<file path="config.mk">
export PLATFORM = sky130hd
export DESIGN_NAME = sdram_port_arbiter
export DESIGN_NICKNAME = d
export VERILOG_FILES = /design/src/rtl/sdram_port_arbiter.sv
export SDC_FILE = /design/constraint.sdc
export NUM_CORES = 1
export LEC_CHECK = 0
export ABC_AREA = 1
export BUFFER_PORTS_ARGS = -buffer_cell sky130_fd_sc_hd__buf_2
export CORE_AREA = 2 2 119 121
export CTS_CLUSTER_DIAMETER = 200
export DETAILED_ROUTE_END_ITERATION = 12
export DIE_AREA = 0 0 121 123
export PLACE_DENSITY = 0.63
export SLEW_MARGIN = 10
export SYNTH_ARGS = -nofsm -noshare
export SYNTH_HDL_FRONTEND = slang
export SYNTH_SLANG_ARGS = --single-unit
</file>
<file path="constraint.sdc">
create_clock -name clk_sys -period 3.5 [get_ports clk_sys]
set_clock_uncertainty 0.1 [all_clocks]
set_input_delay 1.05 -clock clk_sys [delete_from_list [all_inputs] [get_ports clk_sys]]
set_output_delay 1.05 -clock clk_sys [all_outputs]
set_load 0.01 [all_outputs]
</file>
<file path="src/rtl/sdram_port_arbiter.sv">
// Arbitrates a single SDRAM request port between a ROM loader (one-entry buffer)
// and a CPU strobe interface, with a per-access wait timeout.
//
// state    | meaning
// IDLE     | no access in flight; picks loader buffer first, then CPU
// DL_WR    | writing the buffered loader byte, mem_we high
// CPU_RD   | CPU read in flight, mem_rd high
// CPU_WR   | CPU write in flight, mem_we high
// CPU_HOLD | access done; waits for the CPU to release its strobes
module sdram_port_arbiter #(
    parameter int AW      = 23,
    parameter int DW      = 8,
    parameter int TIMEOUT = 255
) (
    input  logic          clk_sys,
    input  logic          reset,
    input  logic          dl_active,
    input  logic          dl_wr,
    input  logic [AW-1:0] dl_addr,
    input  logic [DW-1:0] dl_data,
    input  logic          cpu_ce_n,
    input  logic          cpu_oe_n,
    input  logic          cpu_we_n,
    input  logic [AW-1:0] cpu_addr,
    input  logic [DW-1:0] cpu_din,
    output logic [DW-1:0] cpu_dout,
    output logic          cpu_rdy,
    output logic [AW-1:0] mem_addr,
    output logic [DW-1:0] mem_din,
    output logic          mem_we,
    output logic          mem_rd,
    input  logic [DW-1:0] mem_dout,
    input  logic          mem_ready,
    output logic          dl_overrun,
    output logic          timeout_err
);

    typedef enum logic [2:0] {
        IDLE,
        DL_WR,
        CPU_RD,
        CPU_WR,
        CPU_HOLD
    } state_t;

    // Request is held for TIMEOUT cycles; the last one carries this count.
    localparam logic [7:0] TIMEOUT_LAST = 8'(TIMEOUT - 1);

    state_t        state;
    state_t        state_next;
    logic [7:0]    wait_cnt;
    logic          dl_pend;
    logic [AW-1:0] dl_buf_addr;
    logic [DW-1:0] dl_buf_data;
    logic          in_access;
    logic          timeout_hit;
    logic          access_done;
    logic          dl_drain;
    logic          cpu_done;

    always_comb begin
        in_access   = (state == DL_WR) || (state == CPU_RD) || (state == CPU_WR);
        timeout_hit = in_access && !mem_ready && (wait_cnt == TIMEOUT_LAST);
        access_done = in_access && (mem_ready || timeout_hit);
        dl_drain    = (state == DL_WR) && access_done;
        cpu_done    = ((state == CPU_RD) || (state == CPU_WR)) && access_done;
        mem_we      = (state == DL_WR) || (state == CPU_WR);
        mem_rd      = (state == CPU_RD);
    end

    always_ff @(posedge clk_sys or posedge reset) begin
        if (reset) begin
            state <= IDLE;
        end else begin
            state <= state_next;
        end
    end

    always_comb begin
        state_next = state;
        case (state)
            IDLE: begin
                // A loader strobe arriving this cycle still beats the CPU.
                if (dl_pend) begin
                    state_next = DL_WR;
                end else if (!dl_wr && !dl_active && !cpu_ce_n) begin
                    if (!cpu_we_n) begin
                        state_next = CPU_WR;
                    end else if (!cpu_oe_n) begin
                        state_next = CPU_RD;
                    end
                end
            end
            DL_WR: begin
                if (access_done) state_next = IDLE;
            end
            CPU_RD, CPU_WR: begin
                if (access_done) state_next = CPU_HOLD;
            end
            CPU_HOLD: begin
                if (cpu_ce_n || (cpu_oe_n && cpu_we_n)) state_next = IDLE;
            end
            default: state_next = IDLE;
        endcase
    end

    always_ff @(posedge clk_sys or posedge reset) begin
        if (reset) begin
            wait_cnt    <= 8'd0;
            dl_pend     <= 1'b0;
            dl_buf_addr <= '0;
            dl_buf_data <= '0;
            mem_addr    <= '0;
            mem_din     <= '0;
            cpu_dout    <= '0;
            cpu_rdy     <= 1'b0;
            dl_overrun  <= 1'b0;
            timeout_err <= 1'b0;
        end else begin
            wait_cnt <= (in_access && (state_next == state)) ? wait_cnt + 8'd1 : 8'd0;

            if (dl_wr && (!dl_pend || dl_drain)) begin
                dl_pend     <= 1'b1;
                dl_buf_addr <= dl_addr;
                dl_buf_data <= dl_data;
            end else if (dl_drain) begin
                dl_pend <= 1'b0;
            end

            if (dl_wr && dl_pend && !dl_drain) dl_overrun <= 1'b1;
            if (timeout_hit) timeout_err <= 1'b1;

            if ((state == IDLE) && (state_next != IDLE)) begin
                if (state_next == DL_WR) begin
                    mem_addr <= dl_buf_addr;
                    mem_din  <= dl_buf_data;
                end else begin
                    mem_addr <= cpu_addr;
                    mem_din  <= cpu_din;
                end
            end

            if ((state == CPU_RD) && mem_ready) cpu_dout <= mem_dout;
            cpu_rdy <= cpu_done;
        end
    end

endmodule

</file>
==> metrics <==
status finished, final reports clean; number of buffers added to fix hold violations after cts 0; Gates resized, CTS repair 0; critical path data arrival time 2620 ps; Starting Density 29.2%; cells traversed along the worst timing path buf_2 > nor2_1 > nand2_1 > nor2_1 > o21ai_1 > nand2_4 > buf_4 > nand2_4 > nand2_1 > nand2_1 > nand2_1 > nand2_1; number of register bits inferred by synthesis 85; most common flop cell mapped by yosys dfrtp_1; data required time at the worst endpoint 3620 ps; total via count after detailed routing 3375; crit path launch type input port; placement-stage cell area 0.00469 mm^2; sequential cell area fraction in the yosys report 53.6%; setup repair bufs after CTS 0; detailed placer's ending HPWL 7.58 mm; Iter 0 DRT Violations 124; Register-to-Register Path Depth 13; Buffers on Ports 121; area of the mapped netlist 0.00397 mm^2; clock latency of the later-clocked register in the worst-skew pair 340 ps; die outline area 0.0149 mm^2; r2r startpoint wait_cnt[0]; count of final hold-check violations 0; number of instances in the synthesized netlist 478; Crit. End Element register; CP max stage delay 330 ps; vertical die dimension 123 um; final setup vio count 0; number of global-route vias before repair 3386; remaining antenna violation count after routing 0; Hold Crit Start mem_addr[13]; core region area 0.0136 mm^2; final setup TNS 0 ps; IR Drop Worst-Case VDD 0.000238 V; Area Growth Syn to Fin 25.6%; maximum count of clock buffers along a single path 2; average vias per placed instance 4.34; Overall Power 4.21 mW; most prevalent standard cell on the critical path nand2_1; terminus of the critical flop-to-flop path mem_addr[13]; die span in x 121 um; pin count of the biggest net entering global routing 48; # clock sinks 85; master cell of the clock root buffer clkbuf_16; synthesized area per cell 8.31 um^2; total routing resource utilization after global routing 14.8%; crit path time final 2500 ps; synthesized net count 558; share of async-settable or async-resettable flops after synthesis 100%; number of enable flip-flop cells after synthesis 0; number of search-and-repair iterations in the first detailed-routing pass 4; boundary pin count 122; global-route wire length before repair 17.0 mm; relative slew slack 46.0%; antenna violations before repair 0; Row Count 43; slew at the pin closest to its max-slew limit 809 ps; number of distinct standard cells referenced by the synthesized netlist 28; layout cell share with drive strength beyond 1 28.3%; DRC errors left 0; Crit. path cell count 12; routed len/inst 13.5 um; R2R setup slack 1240 ps; classification of the worst-slack hold path register to register; clock slew seen by the registers of the worst setup and hold paths 60 ps; cell family contributing the most delay on the critical path simple AND/OR/NAND/NOR gates; leak pwr 2.83 nW; power density of the placed cells 843 mW/mm^2; RD Place Congestion 0.740; hold slack final 371 ps; number of cells on the worst hold path 2; Max-Cap Viols 0; final instance area 0.00499 mm^2; commonest cells after routing, fill and taps aside nand2_1, buf_2, dfrtp_1; slowest stage cell on the critical path buf_4; most common library cell in the layout ignoring fill and taps nand2_1; H-tree level count 3; synth warn 0; Congestion Overflow GR 0; Total Routed Length 10.5 mm; destination of the worst hold path mem_addr[13]; highest clock rate 401 MHz; CP Max Fanout 33; clock tree from TritonCTS done; Num CTS Buffers 9; Crit path buffers/inverters 2; crit share post-route 71.3%; unrepaired setup endpoints after global routing no; Post-layout nets 672; kind of critical path input port to register; Slew Limit Fails 0
-- routing by layer --
layer	vias to the layer above	wire length, um	global-route usage, %
met4	0	155	4.58
met3	14	336	3.14
met2	61	5220	25.5
met1	1562	4780	18.5
met5	-	0	0
li1	1738	-	-
-- worst max path at each step --
stage / startpoint / end / slack, ps
floorplan: reset / cpu_dout[0] / 160
global placement: dl_wr / mem_addr[13] / 670
detailed placement: dl_wr / mem_din[7] / 640
CTS: state[2] / mem_rd / 990
global route: mem_ready / mem_addr[9] / 800
finish: dl_wr / mem_addr[13] / 1000
-- cell usage after synthesis, types with 3 or more instances --
library cell / instances / area share, %
buf_6: 6 / 1.7
a21oi_1: 3 / 0.38
nand2_4: 3 / 0.85
nand3_1: 66 / 8.3
nand2_2: 4 / 0.63
clkbuf_1: 3 / 0.28
nor3_1: 3 / 0.38
buf_4: 4 / 0.76
mux2_2: 8 / 2.3
dfrtp_1: 85 / 54
nor2_1: 14 / 1.3
buf_2: 10 / 1.3
nand2_1: 233 / 22
inv_1: 13 / 1.2
-- layout make-up --
cell class | instances | area, um^2
fillers | 1462 | 8620
clock inverters | 5 | 50.0
diodes | 1 | 2.50
well taps | 180 | 225
inverters | 15 | 57.6
clock buffers | 11 | 243
multi-input cells | 353 | 1610
flip-flops and latches | 85 | 2130
repair buffers | 128 | 671
-- tightest hold or removal path, delay by kind of cell (launching register included) --
| family | cells | cell delay [ps] |
|---|---|---|
| DFF | 1 | 330 |
| and+or+nand+nor | 2 | 100 |
-- per-stage QoR --
stage / setup slack (ps) / utilization [%] / instances
6_report: 1000 / 36.7 / 778
5_1_grt: 796 / 36.6 / 777
4_1_cts: 987 / 36.6 / 777
3_5_place_dp: 642 / 34.5 / 761
3_3_place_gp: 668 / 34.5 / 761
2_1_floorplan: 157 / - / 478
-- state kept, by name, summed over array words and instances (netlist names) --
register and count:
cpu_rdy 1, dl_overrun 1, mem_din 8, wait_cnt 8, dl_buf_addr 23, dl_buf_data 8, mem_addr 23, state 3
cpu_dout 8, dl_pend 1, timeout_err 1
-- power by group --
part           switching (mW)  internal, mW
clock                   0.384         0.568
combinational            1.07         0.601
sequential              0.209          1.37
total                    1.67          2.54
-- cell families (layout without fill, tap and decap cells) --
family                     Yosys count  count (layout)  synth area share, %
buffers and inverters               40             159                 5.80
adders and majority gates            2               2                0.630
DFF                                 85              85                 53.6
other                                0               1                    0
muxes                                8               8                 2.27
xor gates and xnor gates             3               3                0.662
and+or+nand+nor                    333             333                 35.6
AOI/OAI and AO/OA                    7               7                 1.51
Note: power is estimated with default switching activity, not from simulation.
